**config.mk**
```make
export PLATFORM = sky130hd
export DESIGN_NAME = goal_score_keeper
export DESIGN_NICKNAME = d
export VERILOG_FILES = /design/src/rtl/score_pkg.sv /design/src/rtl/bcd2_counter.sv /design/src/rtl/goal_score_keeper.sv
export SDC_FILE = /design/constraint.sdc
export NUM_CORES = 1
export LEC_CHECK = 0
export CORE_MARGIN = 3
export CORE_UTILIZATION = 25
export CTS_BUF_LIST = sky130_fd_sc_hd__clkbuf_16
export DETAILED_ROUTE_END_ITERATION = 6
export PLACE_DENSITY = 0.48
export SETUP_SLACK_MARGIN = 0.2
export SYNTH_ARGS = -nofsm -noshare
export SYNTH_HDL_FRONTEND = slang
export SYNTH_SLANG_ARGS = --single-unit
```
**constraint.sdc**
```tcl
create_clock -name clk -period 2.5 [get_ports clk]
set_clock_uncertainty 0.2 [all_clocks]
set_input_delay 0.625 -clock clk [delete_from_list [all_inputs] [get_ports clk]]
set_output_delay 0.625 -clock clk [all_outputs]
set_load 0.005 [all_outputs]
```
**src/rtl/score_pkg.sv**
```systemverilog
// Shared types and helpers for the goal score keeper: match states, 2-digit BCD score
// type, BCD comparison and binary-to-BCD conversion for parameter constants.
package score_pkg;

   typedef enum logic [1:0] {
      PLAYING   = 2'd0,
      GOAL_HOLD = 2'd1,
      GAME_OVER = 2'd2
   } score_state_t;

   typedef struct packed {
      logic [3:0] tens;
      logic [3:0] ones;
   } bcd2_t;

   function automatic logic bcd2_ge(bcd2_t a, bcd2_t b);
      return (a.tens > b.tens) || ((a.tens == b.tens) && (a.ones >= b.ones));
   endfunction

   // Parameters are given in binary; clamp to the 2-digit range before splitting.
   function automatic bcd2_t to_bcd2(logic [6:0] bin);
      bcd2_t      r;
      logic [6:0] t;
      t      = (bin > 7'd99) ? 7'd99 : bin;
      r.tens = 4'(t / 7'd10);
      r.ones = 4'(t % 7'd10);
      return r;
   endfunction

endpackage

```
**src/rtl/bcd2_counter.sv**
```systemverilog
// Two-digit BCD up-counter with synchronous clear; saturates at 99.
module bcd2_counter
   import score_pkg::*;
(
   input  logic  clk,
   input  logic  reset,
   input  logic  clear,
   input  logic  inc,
   output bcd2_t value
);

   bcd2_t value_q, value_d;

   function automatic bcd2_t bcd2_inc_sat(bcd2_t v);
      bcd2_t r;
      r = v;
      if (v.ones == 4'd9) begin
         if (v.tens != 4'd9) begin
            r.tens = v.tens + 4'd1;
            r.ones = 4'd0;
         end
      end else begin
         r.ones = v.ones + 4'd1;
      end
      return r;
   endfunction

   always_comb begin
      value_d = value_q;
      if (clear) begin
         value_d = '0;
      end else if (inc) begin
         value_d = bcd2_inc_sat(value_q);
      end
   end

   always_ff @(posedge clk) begin
      if (reset) begin
         value_q <= '0;
      end else begin
         value_q <= value_d;
      end
   end

   assign value = value_q;

endmodule

```
**src/rtl/goal_score_keeper.sv**
```systemverilog
// Frame-latched goal detection, BCD scoring and match FSM for the pong scoreboard.
// Optional feature: define SCORE_BEEP_EN to generate beep_req after goals and in GAME_OVER.
module goal_score_keeper
   import score_pkg::*;
#(
   parameter logic [6:0] WIN_SCORE    = 7'd10,
   parameter logic [7:0] HOLD_FRAMES  = 8'd60,
   parameter logic [6:0] LEVEL2_SCORE = 7'd5,
   parameter logic [7:0] BEEP_FRAMES  = 8'd15
) (
   input  logic       clk,
   input  logic       reset,
   input  logic       startOfFrame,
   input  logic       goal_left,
   input  logic       goal_right,
   input  logic       restart,
   output logic [3:0] left_tens,
   output logic [3:0] left_ones,
   output logic [3:0] right_tens,
   output logic [3:0] right_ones,
   output logic       goal_pulse,
   output logic       goal_side,
   output logic       scoreLevel1,
   output logic       scoreLevel2,
   output logic       game_over,
   output logic       winner,
   output logic       beep_req
);

   localparam bcd2_t WIN_BCD    = to_bcd2(WIN_SCORE);
   localparam bcd2_t LEVEL2_BCD = to_bcd2(LEVEL2_SCORE);

   score_state_t state_q, state_d;
   logic         hit_l_q, hit_l_d;
   logic         hit_r_q, hit_r_d;
   logic [7:0]   hold_q, hold_d;
   logic         goal_pulse_q, goal_pulse_d;
   logic         goal_side_q, goal_side_d;
   logic         winner_q, winner_d;
   logic         commit, inc_left, inc_right;
   bcd2_t        left_val, right_val;

   bcd2_counter u_left_score (
      .clk   (clk),
      .reset (reset),
      .clear (restart),
      .inc   (inc_left),
      .value (left_val)
   );

   bcd2_counter u_right_score (
      .clk   (clk),
      .reset (reset),
      .clear (restart),
      .inc   (inc_right),
      .value (right_val)
   );

   always_comb begin
      state_d      = state_q;
      hit_l_d      = hit_l_q;
      hit_r_d      = hit_r_q;
      hold_d       = hold_q;
      goal_pulse_d = 1'b0;
      goal_side_d  = goal_side_q;
      winner_d     = winner_q;
      commit       = 1'b0;
      inc_left     = 1'b0;
      inc_right    = 1'b0;

      if (restart) begin
         state_d  = PLAYING;
         hit_l_d  = 1'b0;
         hit_r_d  = 1'b0;
         hold_d   = '0;
         winner_d = 1'b0;
      end else begin
         unique case (state_q)
            PLAYING: begin
               if (startOfFrame) begin
                  // Left-goal hit wins a same-frame tie: the right player scores.
                  if (hit_l_q) begin
                     commit      = 1'b1;
                     inc_right   = 1'b1;
                     goal_side_d = 1'b0;
                  end else if (hit_r_q) begin
                     commit      = 1'b1;
                     inc_left    = 1'b1;
                     goal_side_d = 1'b1;
                  end
                  if (commit) begin
                     state_d      = GOAL_HOLD;
                     hold_d       = HOLD_FRAMES;
                     goal_pulse_d = 1'b1;
                     hit_l_d      = 1'b0;
                     hit_r_d      = 1'b0;
                  end else begin
                     hit_l_d = goal_left;
                     hit_r_d = goal_right;
                  end
               end else begin
                  hit_l_d = hit_l_q | goal_left;
                  hit_r_d = hit_r_q | goal_right;
               end
            end
            GOAL_HOLD: begin
               hit_l_d = 1'b0;
               hit_r_d = 1'b0;
               if (startOfFrame) begin
                  if (hold_q <= 8'd1) begin
                     hold_d = '0;
                     if (left_val == WIN_BCD) begin
                        state_d  = GAME_OVER;
                        winner_d = 1'b0;
                     end else if (right_val == WIN_BCD) begin
                        state_d  = GAME_OVER;
                        winner_d = 1'b1;
                     end else begin
                        state_d = PLAYING;
                     end
                  end else begin
                     hold_d = hold_q - 8'd1;
                  end
               end
            end
            GAME_OVER: begin
               hit_l_d = 1'b0;
               hit_r_d = 1'b0;
            end
            default: begin
               state_d = PLAYING;
            end
         endcase
      end
   end

   always_ff @(posedge clk) begin
      if (reset) begin
         state_q      <= PLAYING;
         hit_l_q      <= 1'b0;
         hit_r_q      <= 1'b0;
         hold_q       <= '0;
         goal_pulse_q <= 1'b0;
         goal_side_q  <= 1'b0;
         winner_q     <= 1'b0;
      end else begin
         state_q      <= state_d;
         hit_l_q      <= hit_l_d;
         hit_r_q      <= hit_r_d;
         hold_q       <= hold_d;
         goal_pulse_q <= goal_pulse_d;
         goal_side_q  <= goal_side_d;
         winner_q     <= winner_d;
      end
   end

`ifdef SCORE_BEEP_EN
   logic [7:0] beep_cnt_q, beep_cnt_d;

   // A fresh goal reloads the count even if a beep is still running.
   always_comb begin
      beep_cnt_d = beep_cnt_q;
      if (restart) begin
         beep_cnt_d = '0;
      end else if (commit) begin
         beep_cnt_d = BEEP_FRAMES;
      end else if (startOfFrame && (beep_cnt_q != 8'd0)) begin
         beep_cnt_d = beep_cnt_q - 8'd1;
      end
   end

   always_ff @(posedge clk) begin
      if (reset) begin
         beep_cnt_q <= '0;
      end else begin
         beep_cnt_q <= beep_cnt_d;
      end
   end

   assign beep_req = (beep_cnt_q != 8'd0) || (state_q == GAME_OVER);
`else
   logic beep_frames_unused;
   assign beep_frames_unused = ^BEEP_FRAMES;
   assign beep_req           = 1'b0;
`endif

   assign left_tens   = left_val.tens;
   assign left_ones   = left_val.ones;
   assign right_tens  = right_val.tens;
   assign right_ones  = right_val.ones;
   assign goal_pulse  = goal_pulse_q;
   assign goal_side   = goal_side_q;
   assign scoreLevel1 = (left_val != '0) || (right_val != '0);
   assign scoreLevel2 = bcd2_ge(left_val, LEVEL2_BCD) || bcd2_ge(right_val, LEVEL2_BCD);
   assign game_over   = (state_q == GAME_OVER);
   assign winner      = winner_q;

endmodule

```
---- Word-level counts from Yosys, hierarchy flattened ----
Index checks and enable logic that the tools add are counted.
word-level totals
  register bits ........................... 31
  input port bits ......................... 6
  output and inout bits ................... 23
  word-level logic and storage cells ...... 107
cells by class
  $add $sub $neg .......................... 5
  magnitude comparators ................... 5
  eq/ne operators ......................... 14
  mux-type cells .......................... 40
  bitwise operators ....................... 6
  reduce and logical (&&, ||, !) cells .... 26
operators by type and width
  operator             count
  $mux 8               4
  $mux 1               22
  $add 4x1->4 const B  4
  $eq 8x5->1 const B   2
  $mux 4               4
  $pmux 8 s2           1
  $reduce_bool 8->1    2
  $mux 2               6
  $ne 2x2->1 const B   6
  $reduce_and 4->1     3
  $eq 4x4->1 const B   2
  $ge 4x3->1 const B   2
  $gt 4x1->1 const B   2
  $le 8x1->1 const B   1
  $logic_not 4->1      2
  $ne 4x4->1 const B   2
  $reduce_bool 2->1    4
  $sub 8x1->8 const B  1
  $pmux 2 s3           1
  $reduce_and 3->1     2
  $reduce_and 5->1     1
  $logic_or 1x1->1     4
  $not 1->1            4
  $pmux 1 s2           2
  other kinds (8)      12

---- Longest topological paths before layout ----
Gate-level depths: netlist of run 1.
  depth in word-level cells ............... 8
  mapped depth ............................ 7
  depth with buffers taken out ............ 6

---- By module ----
A second synthesis of run 1 with hierarchy kept.
unflattened totals
  cells, all modules ...................... 227
  area, all modules ....................... 1904.3 sq um
modules (own cells, without submodules)
  module             times used  cells each  area each (sq um)  sequential area each (sq um)
  goal_score_keeper  1           121         1006.0             300.3
  bcd2_counter       2           53          449.2              160.2

---- Least setup slack after synthesis of run 1 ----
No wires, ideal clock.
  path kind ............................... register to register
  start point ............................. register state_q[0]
  end point ............................... register hold_q[6]
  setup time .............................. 0.070 ns
  data arrival time ....................... 1.719 ns
  data required time ...................... 2.230 ns
  path slack .............................. 0.511 ns
  cell stages (with the launch flop) ...... 7
  buffers on the path ..................... 0
  period minus slack after synthesis ...... 1.989 ns
  cells stage by stage .................... dfxtp_1 > inv_1 > ha_1 > or3b_1 > nand3_1 > or4_1 > a21oi_1
between the ends
  word-level cells in the longest chain between the ends .. 3
  elaborated cells on any way between the ends .. 8
  classes of those cells .................. eq/ne (4); mux (1); reduce/logical (3)
ends and longest elaborated chain
  item                                                              RTL line                  source
  from (decl)                                                       goal_score_keeper.sv:33   score_state_t state_q, state_d;
  from (signal assigned)                                            goal_score_keeper.sv:147  state_q <= state_d;
  $eq 2x1->1 / $logic_not 2->1 (equally long branches)              goal_score_keeper.sv:78   unique case (state_q)
  $ne 2x2->1 (no line) / $reduce_bool 2->1 (equally long branches)  -
  $reduce_and 4->1 (no line)                                        -
  to (signal assigned)                                              goal_score_keeper.sv:150  hold_q <= hold_d;
  to (decl)                                                         goal_score_keeper.sv:36   logic [7:0] hold_q, hold_d;
Parallel ways exist; a longest one is shown, timed or not.
A chain may end at the register's enable or synchronous reset.

---- Worst setup path in the final report of run 1 ----
  start point ............................. register u_right_score.value_q, in the netlist u_right_score.value[4]
  end point ............................... output scoreLevel1
between the ends
  word-level cells in the longest chain between the ends .. 2
ends and longest elaborated chain
  item                    RTL line                  source
  from (decl)             bcd2_counter.sv:12        bcd2_t value_q, value_d;
  from (signal assigned)  bcd2_counter.sv:41        value_q <= value_d;
  $reduce_bool 8->1       goal_score_keeper.sv:193  assign scoreLevel1 = (left_val != '0) || (right_val != '0);
  $logic_or 1x1->1        goal_score_keeper.sv:193
  to (decl)               goal_score_keeper.sv:23   output logic scoreLevel1,
Every way passes these cells.

==> results of run 1 <==
-- through the flow --
step	power, mW	cell area [µm²]	hold WS, ps	std cells
floorplan	0.599	1830	233	225
global placement	0.642	2280	263	352
detailed placement	0.642	2280	263	352
CTS	1.20	2410	275	358
global route	1.23	2420	303	358
finish	1.18	2420	275	358
-- sequential cells by signal, indices dropped and copies added (netlist names) --
signal / cells
hold_q: 8
goal_pulse: 1
u_left_score.value: 8
hit_l_q: 1
goal_side: 1
winner: 1
state_q: 2
hit_r_q: 1
u_right_score.value: 8
-- cell usage after synthesis, types with 4 or more instances --
master	n	area share, %
dfxtp_1	31	34
a21oi_1	24	6.6
nor2_1	20	4.1
nand2_1	17	3.5
inv_1	16	3.3
ha_1	12	8.2
nand3_1	11	3.0
nor3_1	8	2.2
o21ai_0	8	2.2
mux2i_1	7	3.8
clkbuf_1	6	1.2
a211oi_1	4	1.6
nand4_1	4	1.4
nor3b_1	4	1.6
xnor2_1	4	1.9
-- area by class of cell --
type / instances / area (µm²) / area share (%)
multi-input cells: 168 / 1110 / 45.8
repair buffers: 41 / 375 / 15.5
inverters: 16 / 60.1 / 2.48
well taps: 96 / 120 / 4.96
clock inverters: 1 / 3.75 / 0.155
flip-flops and latches: 31 / 628 / 26.0
clock buffers: 5 / 125 / 5.17
-- worst register-to-register path: stages (launching register included) --
cell and delay (ps):
dfxtp_1 330, inv_1 80, ha_1 300, or3b_1 450, o211ai_1 150, buf_4 190
a21oi_1 50, o221a_1 230
-- cells in the final DEF (no fill, tap or decap), types with 3 or more instances in the layout --
cell type        synthesis  layout
dfxtp_1                 31      27
clkdlybuf4s50_1          0      25
a21oi_1                 24      24
nor2_1                  20      20
nand2_1                 17      17
inv_1                   16      16
buf_4                    3      14
nand3_1                 11      11
ha_1                    12      11
o21ai_0                  8       8
nor3_1                   8       7
mux2i_1                  7       7
clkbuf_16                0       5
nand4_1                  4       4
xnor2_1                  4       4
a211oi_1                 4       4
nor3b_1                  4       4
a31oi_1                  3       3
and3b_1                  3       3
or4_1                    3       3
dfxtp_2                  0       3
-- layer usage --
metal	up-vias	share of wire [%]	GRT usage [%]	routed length (µm)
li1	875	-	-	-
met1	812	53	16.8	2430
met2	36	42	17.0	1930
met3	4	3.8	2.98	175
met4	0	1.3	3.89	59
met5	-	0	0	0
-- cells by family after synthesis --
logic type               count (synthesis)
multiplexers                             7
AO/OA/AOI/OAI                           53
AND/OR/NAND/NOR                         91
XOR/XNOR                                 4
other                                    1
flip-flops                              31
buffers and inverters                   26
adder cells (fa/ha/maj)                 12
-- where the power goes --
| group | internal (mW) | switching [mW] | total [mW] |
|---|---|---|---|
| Sequential | 0.502 | 0.00991 | 0.511 |
| Clock | 0.353 | 0.199 | 0.552 |
| Combinational | 0.0517 | 0.0689 | 0.121 |
| Total | 0.906 | 0.278 | 1.18 |
-- worst paths after layout --
| path | slack, ps | cells past startpoint | from | end |
|---|---|---|---|---|
| max | 290 | 6 | u_right_score.value[4]$_SDFFE_PP0P_ | scoreLevel1 |
| min | 280 | 1 | hold_q[7]$_SDFFE_PP0P_ | hold_q[7]$_SDFFE_PP0P_ |
| max reg2reg | 400 | 7 | state_q[1]$_SDFFE_PP0P_ | hold_q[4]$_SDFFE_PP0P_ |
| min reg2reg | 280 | 1 | hold_q[7]$_SDFFE_PP0P_ | hold_q[7]$_SDFFE_PP0P_ |
-- what timing repair did --
item,4_1_cts,5_1_grt
resized for setup,7,5
pin swaps,0,3
hold endpoints to repair,0,0
endpoints found under the setup margin,2,3
==> results.cfg, run 1 <==
[yosys]
synth-async-reset-ratio_pct = 0
synthDistinctLibCells = 48
synth-simple-area-share_pct = 27.8
ys_seq_area_share_pct = 33.9
synth-seq-cells = 31
synth-xor-area-share_pct = 1.91
synthFlopType = dfxtp_1
yosys.area_share.adder_pct = 8.20
syn-cell-area_mm2 = 0.00183
yosys_warnings = 0
synth_fp_nets = 243
avgSynthCellArea_um2 = 8.14
synth_mux_area_share_pct = 3.83
synth-edff-count = 0
synth_compound_area_share_pct = 18.1
synthesis.instances = 225
synth_top_family_by_area = simple AND/OR/NAND/NOR gates

[worst_setup_path]
startpoint_type = flop
slowest_delay_ps = 360
crit_slowest_cell = dfxtp_4
critPathRequiredTime_ps = 1670
path_cells = inv_1, ha_1, nand4_1, nor2_1, nand3_1, clkdlybuf4s15_1
worstPathArrival_ps = 1390
worstSetupPathType = flop to output port
crit_buf_inv = 2
crit_family = flip-flops
endpoint_kind = output port
crit_fanout = 6

[floorplanning]
io_pins = 29
core_mm2 = 0.00694
die_w_um = 91.6
start_util_pct = 26.4
die_y_um = 91.6
design.die.area_mm2 = 0.00839
num_rows = 30

[run]
maxCapViolCount = 0

[run_status]
outcome = completed

[min_path]
holdCritPathClass = flop to flop

[timing]
fin_setup_tns_ps = 0
worst_slack_ps = 288
slew_violations = 0
finalCritPeriodShare_pct = 88.5
setup_viol = 0
rsz0062_at_grt = true
max_freq_mhz = 452
hold_violations = 0
min_period_ps = 2210

[layout]
fillers = 735
num_antenna_cells = 0
layout-drive-gt1-share_pct = 13.0
finish.utilization_pct = 34.8
syn_to_final_growth_pct = 32.2
finalNetCount = 281

[clock_tree]
root_buffer = clkbuf_16
clk_latency_ps = 270
clockBufferDepth = 2
cts_tree = done
htreeDepth = 2
cts_setup_buffers = 0
numCtsBuffers = 5
cts_hold_buf = 0
clkSinkCount = 31
path_clk_slew_ps = 50

[global_routing]
first_global_vias = 1622
grt_pass1_wl_mm = 8.00
grt_usage_pct = 11.7
grt_overflow = 0
antenna_found_initial = 0
grt_max_degree = 18

[routing]
dr.pass1.iters = 4
drc = 0
vias = 1727
ant_nets = 0
drt_iter0_drc = 135
routed_wl_mm = 4.60
wl_per_cell_um = 12.9
via_per_inst = 4.82

[placement]
dp_slack_ps = 40.7
gp_congestion = 0.801
hpwl_mm = 3.46
numPortBuffers = 27

[pwr]
peakVddDrop_mv = 0.320
p_per_area_mw_per_mm2 = 489
cellLeakagePower_nw = 0.870
Power figures use the tool's default switching activity.
==> run 2: changes to the inputs <==
--- a/config.mk
+++ b/config.mk
@@ -6,10 +6,10 @@
 export NUM_CORES = 1
 export LEC_CHECK = 0
 export CORE_MARGIN = 3
-export CORE_UTILIZATION = 25
+export CORE_UTILIZATION = 53
 export CTS_BUF_LIST = sky130_fd_sc_hd__clkbuf_16
 export DETAILED_ROUTE_END_ITERATION = 6
-export PLACE_DENSITY = 0.48
+export PLACE_DENSITY = 0.84
 export SETUP_SLACK_MARGIN = 0.2
 export SYNTH_ARGS = -nofsm -noshare
 export SYNTH_HDL_FRONTEND = slang
==> run 2 against run 1 <==
Power rose by 0.72%. Via count grew 2.5%. Worst hold slack improved by 3.8 ps. Largest cell class unchanged. Setup slack lost 84 ps. Largest power group unchanged.
==> results.cfg, run 2 (synthesized netlist as in run 1, its figures left out) <==
[clock_tree]
cts_tree = done
clk_latency_ps = 280
numCtsBuffers = 5
path_clk_slew_ps = 50
cts_hold_buf = 0
clockBufferDepth = 2
root_buffer = clkbuf_16
clkSinkCount = 31
htreeDepth = 2

[worst_setup_path]
reg2regPathDepth = 6
worstSetupPathType = primary input to flop
r2r_end = hold_q[6]$_SDFFE_PP0P_
worstPathArrival_ps = 2260
startpoint_type = primary input
crit_fanout = 8
endpoint_kind = flop
ff2ff_setup_slack_ps = 340
critPathRequiredTime_ps = 2460
rr_startpoint = hold_q[0]$_SDFFE_PP0P_

[pwr]
cellLeakagePower_nw = 0.866
peakVddDrop_mv = 0.548
p_per_area_mw_per_mm2 = 508
power_mw = 1.19

[floorplanning]
start_util_pct = 57.6
io_pins = 29
num_rows = 20
design.die.area_mm2 = 0.00420
core_mm2 = 0.00318
die_w_um = 64.8
die_y_um = 64.8

[layout]
final_common_cell = clkdlybuf4s50_1
finalNetCount = 279
post-route-cell-area_mm2 = 0.00235
layout-drive-gt1-share_pct = 13.4
syn_to_final_growth_pct = 28.3
final_cell_mix = clkdlybuf4s50_1, a21oi_1, dfxtp_1
num_antenna_cells = 0

[timing]
rsz0062_at_grt = false
fin_setup_tns_ps = 0
worst_slack_ps = 204
hold_violations = 0
finalCritPeriodShare_pct = 91.8
setup_viol = 0
slew_violations = 0
max_freq_mhz = 436
whs_ps = 279
min_period_ps = 2300

[global_routing]
grt_usage_pct = 22.6
grt_overflow = 0
first_global_vias = 1721
antenna_found_initial = 0
grt_max_degree = 19
grt_pass1_wl_mm = 7.45

[placement]
numPortBuffers = 27
dpl-instance-area_mm2 = 0.00217
gp_congestion = 0.914
hpwl_mm = 3.08
dp_slack_ps = 11.0

[run]
maxCapViolCount = 0

[routing]
routed_wl_mm = 4.45
drc = 0
dr.pass1.iters = 4
vias = 1770
ant_nets = 0
wl_per_cell_um = 14.5
via_per_inst = 5.78
drt_iter0_drc = 117

[min_path]
holdCritPathClass = flop to flop
min_path_cells = 1
hold-path-endpoint = hold_q[7]$_SDFFE_PP0P_
holdCritStartpoint = hold_q[7]$_SDFFE_PP0P_

[run_status]
outcome = completed
## run 2: final cells by class
| class | count | area (µm²) |
|---|---|---|
| Tap cell | 44 | 55.1 |
| Multi-Input combinational cell | 168 | 1110 |
| Sequential cell | 31 | 634 |
| Fill cell | 252 | 830 |
| Clock buffer | 5 | 125 |
| Inverter | 16 | 60.1 |
| Timing Repair Buffer | 39 | 355 |
| Clock inverter | 3 | 11.3 |
## run 2: where the power goes
part	internal [mW]	switching, mW
clock	0.357	0.207
combinational	0.0507	0.0670
sequential	0.500	0.00984
## run 2: worst max-delay path by stage
stage | from | endpoint | slack (ps)
after floorplan | state_q[0]$_SDFFE_PP0P_ | hold_q[6]$_SDFFE_PP0P_ | 510
after global placement | startOfFrame | u_right_score.value[6]$_SDFFE_PP0P_ | 30
after detailed placement | startOfFrame | u_right_score.value[6]$_SDFFE_PP0P_ | 10
after CTS | u_left_score.value[3]$_SDFFE_PP0P_ | scoreLevel2 | 160
after global routing | startOfFrame | u_right_score.value[3]$_SDFFE_PP0P_ | 170
final | startOfFrame | u_right_score.value[3]$_SDFFE_PP0P_ | 200
## run 2: stage by stage
stage               utilization, %  cells
floorplan                        -    225
global placement              68.4    295
detailed placement            68.4    295
CTS                           73.3    304
global route                  73.9    306
finish                        73.9    306
## run 2: layer usage
metal	routed length (µm)	global-route usage (%)
met5	0	0
met1	1950	28.3
met4	76	10.3
met2	2190	36.9
met3	234	4.85
## run 2: repair_timing
action | CTS | global route
setup endpoints to repair | 2 | 4
cloned | 0 | 0
resized for setup | 10 | 6
setup buffers | 1 | 2
pin swaps | 2 | 4
## run 2: critical path, cell delays in order
cell	delay (ps)
clkdlybuf4s50_1	620
nand3b_2	170
or4_1	560
a21oi_1	210
nor3_1	70
==> run 3: changes to the inputs <==
--- a/config.mk
+++ b/config.mk
@@ -6,11 +6,12 @@
 export NUM_CORES = 1
 export LEC_CHECK = 0
 export CORE_MARGIN = 3
-export CORE_UTILIZATION = 53
+export CORE_UTILIZATION = 54
 export CTS_BUF_LIST = sky130_fd_sc_hd__clkbuf_16
 export DETAILED_ROUTE_END_ITERATION = 6
-export PLACE_DENSITY = 0.84
+export PLACE_DENSITY = 0.85
 export SETUP_SLACK_MARGIN = 0.2
 export SYNTH_ARGS = -nofsm -noshare
 export SYNTH_HDL_FRONTEND = slang
+export SYNTH_HIERARCHICAL = 1
 export SYNTH_SLANG_ARGS = --single-unit
==> constraint.sdc (replaced) <==
create_clock -name clk -period 2.5 [get_ports clk]
set_clock_uncertainty 0.2 [all_clocks]
set_input_delay 0.625 -clock clk [delete_from_list [all_inputs] [get_ports clk]]
set_output_delay 0.625 -clock clk [all_outputs]
set_load 0.01 [all_outputs]
==> run 3 against run 2 <==
Global-route usage up 3.5 points. Combinational power down 6%. Sequential power about the same. Largest power group unchanged. Highest routed layer unchanged.
==> results.cfg, run 3 <==
[layout]
post-route-cell-area_mm2 = 0.00257
finalNetCount = 296
num_antenna_cells = 0
final_common_cell = dfxtp_1
syn_to_final_growth_pct = 35.2
layout.cells.non_filler = 325
layout-drive-gt1-share_pct = 22.1
fillers = 213
multiInputGateArea_mm2 = 0.00122
finish.utilization_pct = 80.4
register_area_um2 = 622
final_cell_mix = dfxtp_1, buf_4, clkdlybuf4s50_1

[pwr]
p_per_area_mw_per_mm2 = 505
cellLeakagePower_nw = 0.979
peakVddDrop_mv = 0.380

[yosys]
synthMostInstantiatedCell = dfxtp_1
netlist_top_cells_count = dfxtp_1, nand2_1, a21oi_1, nor2_1, inv_1
synthDistinctLibCells = 56
yosys.area.top_type_share_pct = 32.6
synth_fp_nets = 243
synth-async-reset-ratio_pct = 0
yosys-top-cells-area = dfxtp_1, ha_1, a21oi_1
synth-seq-cells = 31
avgSynthCellArea_um2 = 8.39
yosys.area.top_type = dfxtp_1
syn-cell-area_mm2 = 0.00190
synth-edff-count = 0
yosys_warnings = 6
synthFlopType = dfxtp_1
synthesis.instances = 227
ys_seq_area_share_pct = 32.6

[routing]
routed_wl_mm = 5.18
ant_nets = 0
wl_per_cell_um = 15.9
via_per_inst = 6.12
drc = 0
drt_iter0_drc = 231
dr.pass1.iters = 5
vias = 1990

[run_status]
outcome = completed

[worst_setup_path]
worstPathArrival_ps = 1530
worstSetupPathType = flop to output port
crit_fanout = 2
critPathRequiredTime_ps = 1670
endpoint_kind = output port
startpoint_type = flop

[clock_tree]
cts_hold_buf = 0
cts_setup_buffers = 0
htreeDepth = 2
clkSinkCount = 31
path_clk_slew_ps = 50
root_buffer = clkbuf_16
cts_tree = done
numCtsBuffers = 5
clockBufferDepth = 2
clk_latency_ps = 280

[floorplanning]
io_pins = 29
die_w_um = 65.4
start_util_pct = 59.5
num_rows = 20
die_y_um = 65.4
design.die.area_mm2 = 0.00428
core_mm2 = 0.00320

[global_routing]
first_global_vias = 1878
grt_usage_pct = 26.1
antenna_found_initial = 0
grt_overflow = 0
grt_pass1_wl_mm = 8.72
grt_max_degree = 13

[placement]
dp.cells = 317
dpl-instance-area_mm2 = 0.00237
hpwl_mm = 3.36
numPortBuffers = 27
gp_congestion = 0.854

[timing]
slew_violations = 0
slew_headroom_pct = 57.1
fin_setup_tns_ps = 0
max_freq_mhz = 425
setup_viol = 0
rsz0062_at_grt = true
finalCritPeriodShare_pct = 94.1
hold_violations = 0
timing_worst_slew_pin_value_ps = 640
min_period_ps = 2350

[min_path]
holdCritPathClass = flop to flop

[run]
maxCapViolCount = 0
-- run 3: critical path, stage by stage (launching register included) --
cell      delay [ps]
dfxtp_1          310
or4_4            550
nor3_4           130
nand4b_1         110
buf_2            150
-- run 3: logic make-up (layout without fill, tap and decap cells) --
group                    Yosys count  after routing  share of synthesized area (%)
AO/OA/AOI/OAI                     57             57                           21.4
XOR/XNOR                           2              2                          0.920
adder cells (fa/ha/maj)           10             10                           6.57
buffers and inverters             21             75                           5.26
flip-flops                        31             31                           32.6
multiplexers                       4              4                           2.10
other                              1              1                          0.197
AND/OR/NAND/NOR                  101            101                           31.0
-- run 3: what timing repair did --
action,CTS,global route
setup endpoints to repair,7,15
pin swaps,1,5
resized for setup,14,11
-- run 3: worst paths after layout --
| kind | from | endpoint | slack, ps | depth (start not counted) |
|---|---|---|---|---|
| setup / recovery | u_right_score/value[3]$_SDFFE_PP0P_ | scoreLevel2 | 150 | 4 |
| hold / removal | goal_side$_SDFFE_PP0P_ | goal_side$_SDFFE_PP0P_ | 320 | 2 |
| hold reg to reg | goal_side$_SDFFE_PP0P_ | goal_side$_SDFFE_PP0P_ | 320 | 2 |
| setup reg to reg | state_q[0]$_SDFFE_PP0P_ | hold_q[3]$_SDFFE_PP0P_ | 300 | 6 |
-- run 3: through the flow --
step | hold slack [ps] | setup slack [ps] | power, mW
floorplan | 270 | 240 | 0.586
global placement | 304 | -169 | 0.620
detailed placement | 305 | -178 | 0.622
CTS | 316 | 148 | 1.30
global route | 331 | 59.4 | 1.33
finish | 323 | 147 | 1.30
-- run 3: where the power goes --
| group | switching, mW | total (mW) | internal (mW) |
|---|---|---|---|
| Combinational | 0.0592 | 0.111 | 0.0513 |
| Sequential | 0.00788 | 0.508 | 0.500 |
| Clock | 0.218 | 0.681 | 0.464 |
-- run 3: final cells by class --
cell class / count / area share [%]
Sequential cell: 31 / 24.1
Clock buffer: 5 / 4.86
Inverter: 15 / 2.19
Tap cell: 44 / 2.14
Timing Repair Buffer: 52 / 17.6
Clock inverter: 3 / 1.51
Multi-Input combinational cell: 175 / 47.6
-- run 3: routing by layer --
metal / track usage (%) / share of wire, % / vias up
li1: - / - / 954
met1: 33.1 / 44 / 926
met2: 42.6 / 47 / 99
met3: 4.44 / 6.9 / 11
met4: 12.7 / 2.3 / 0
met5: 0 / 0 / -
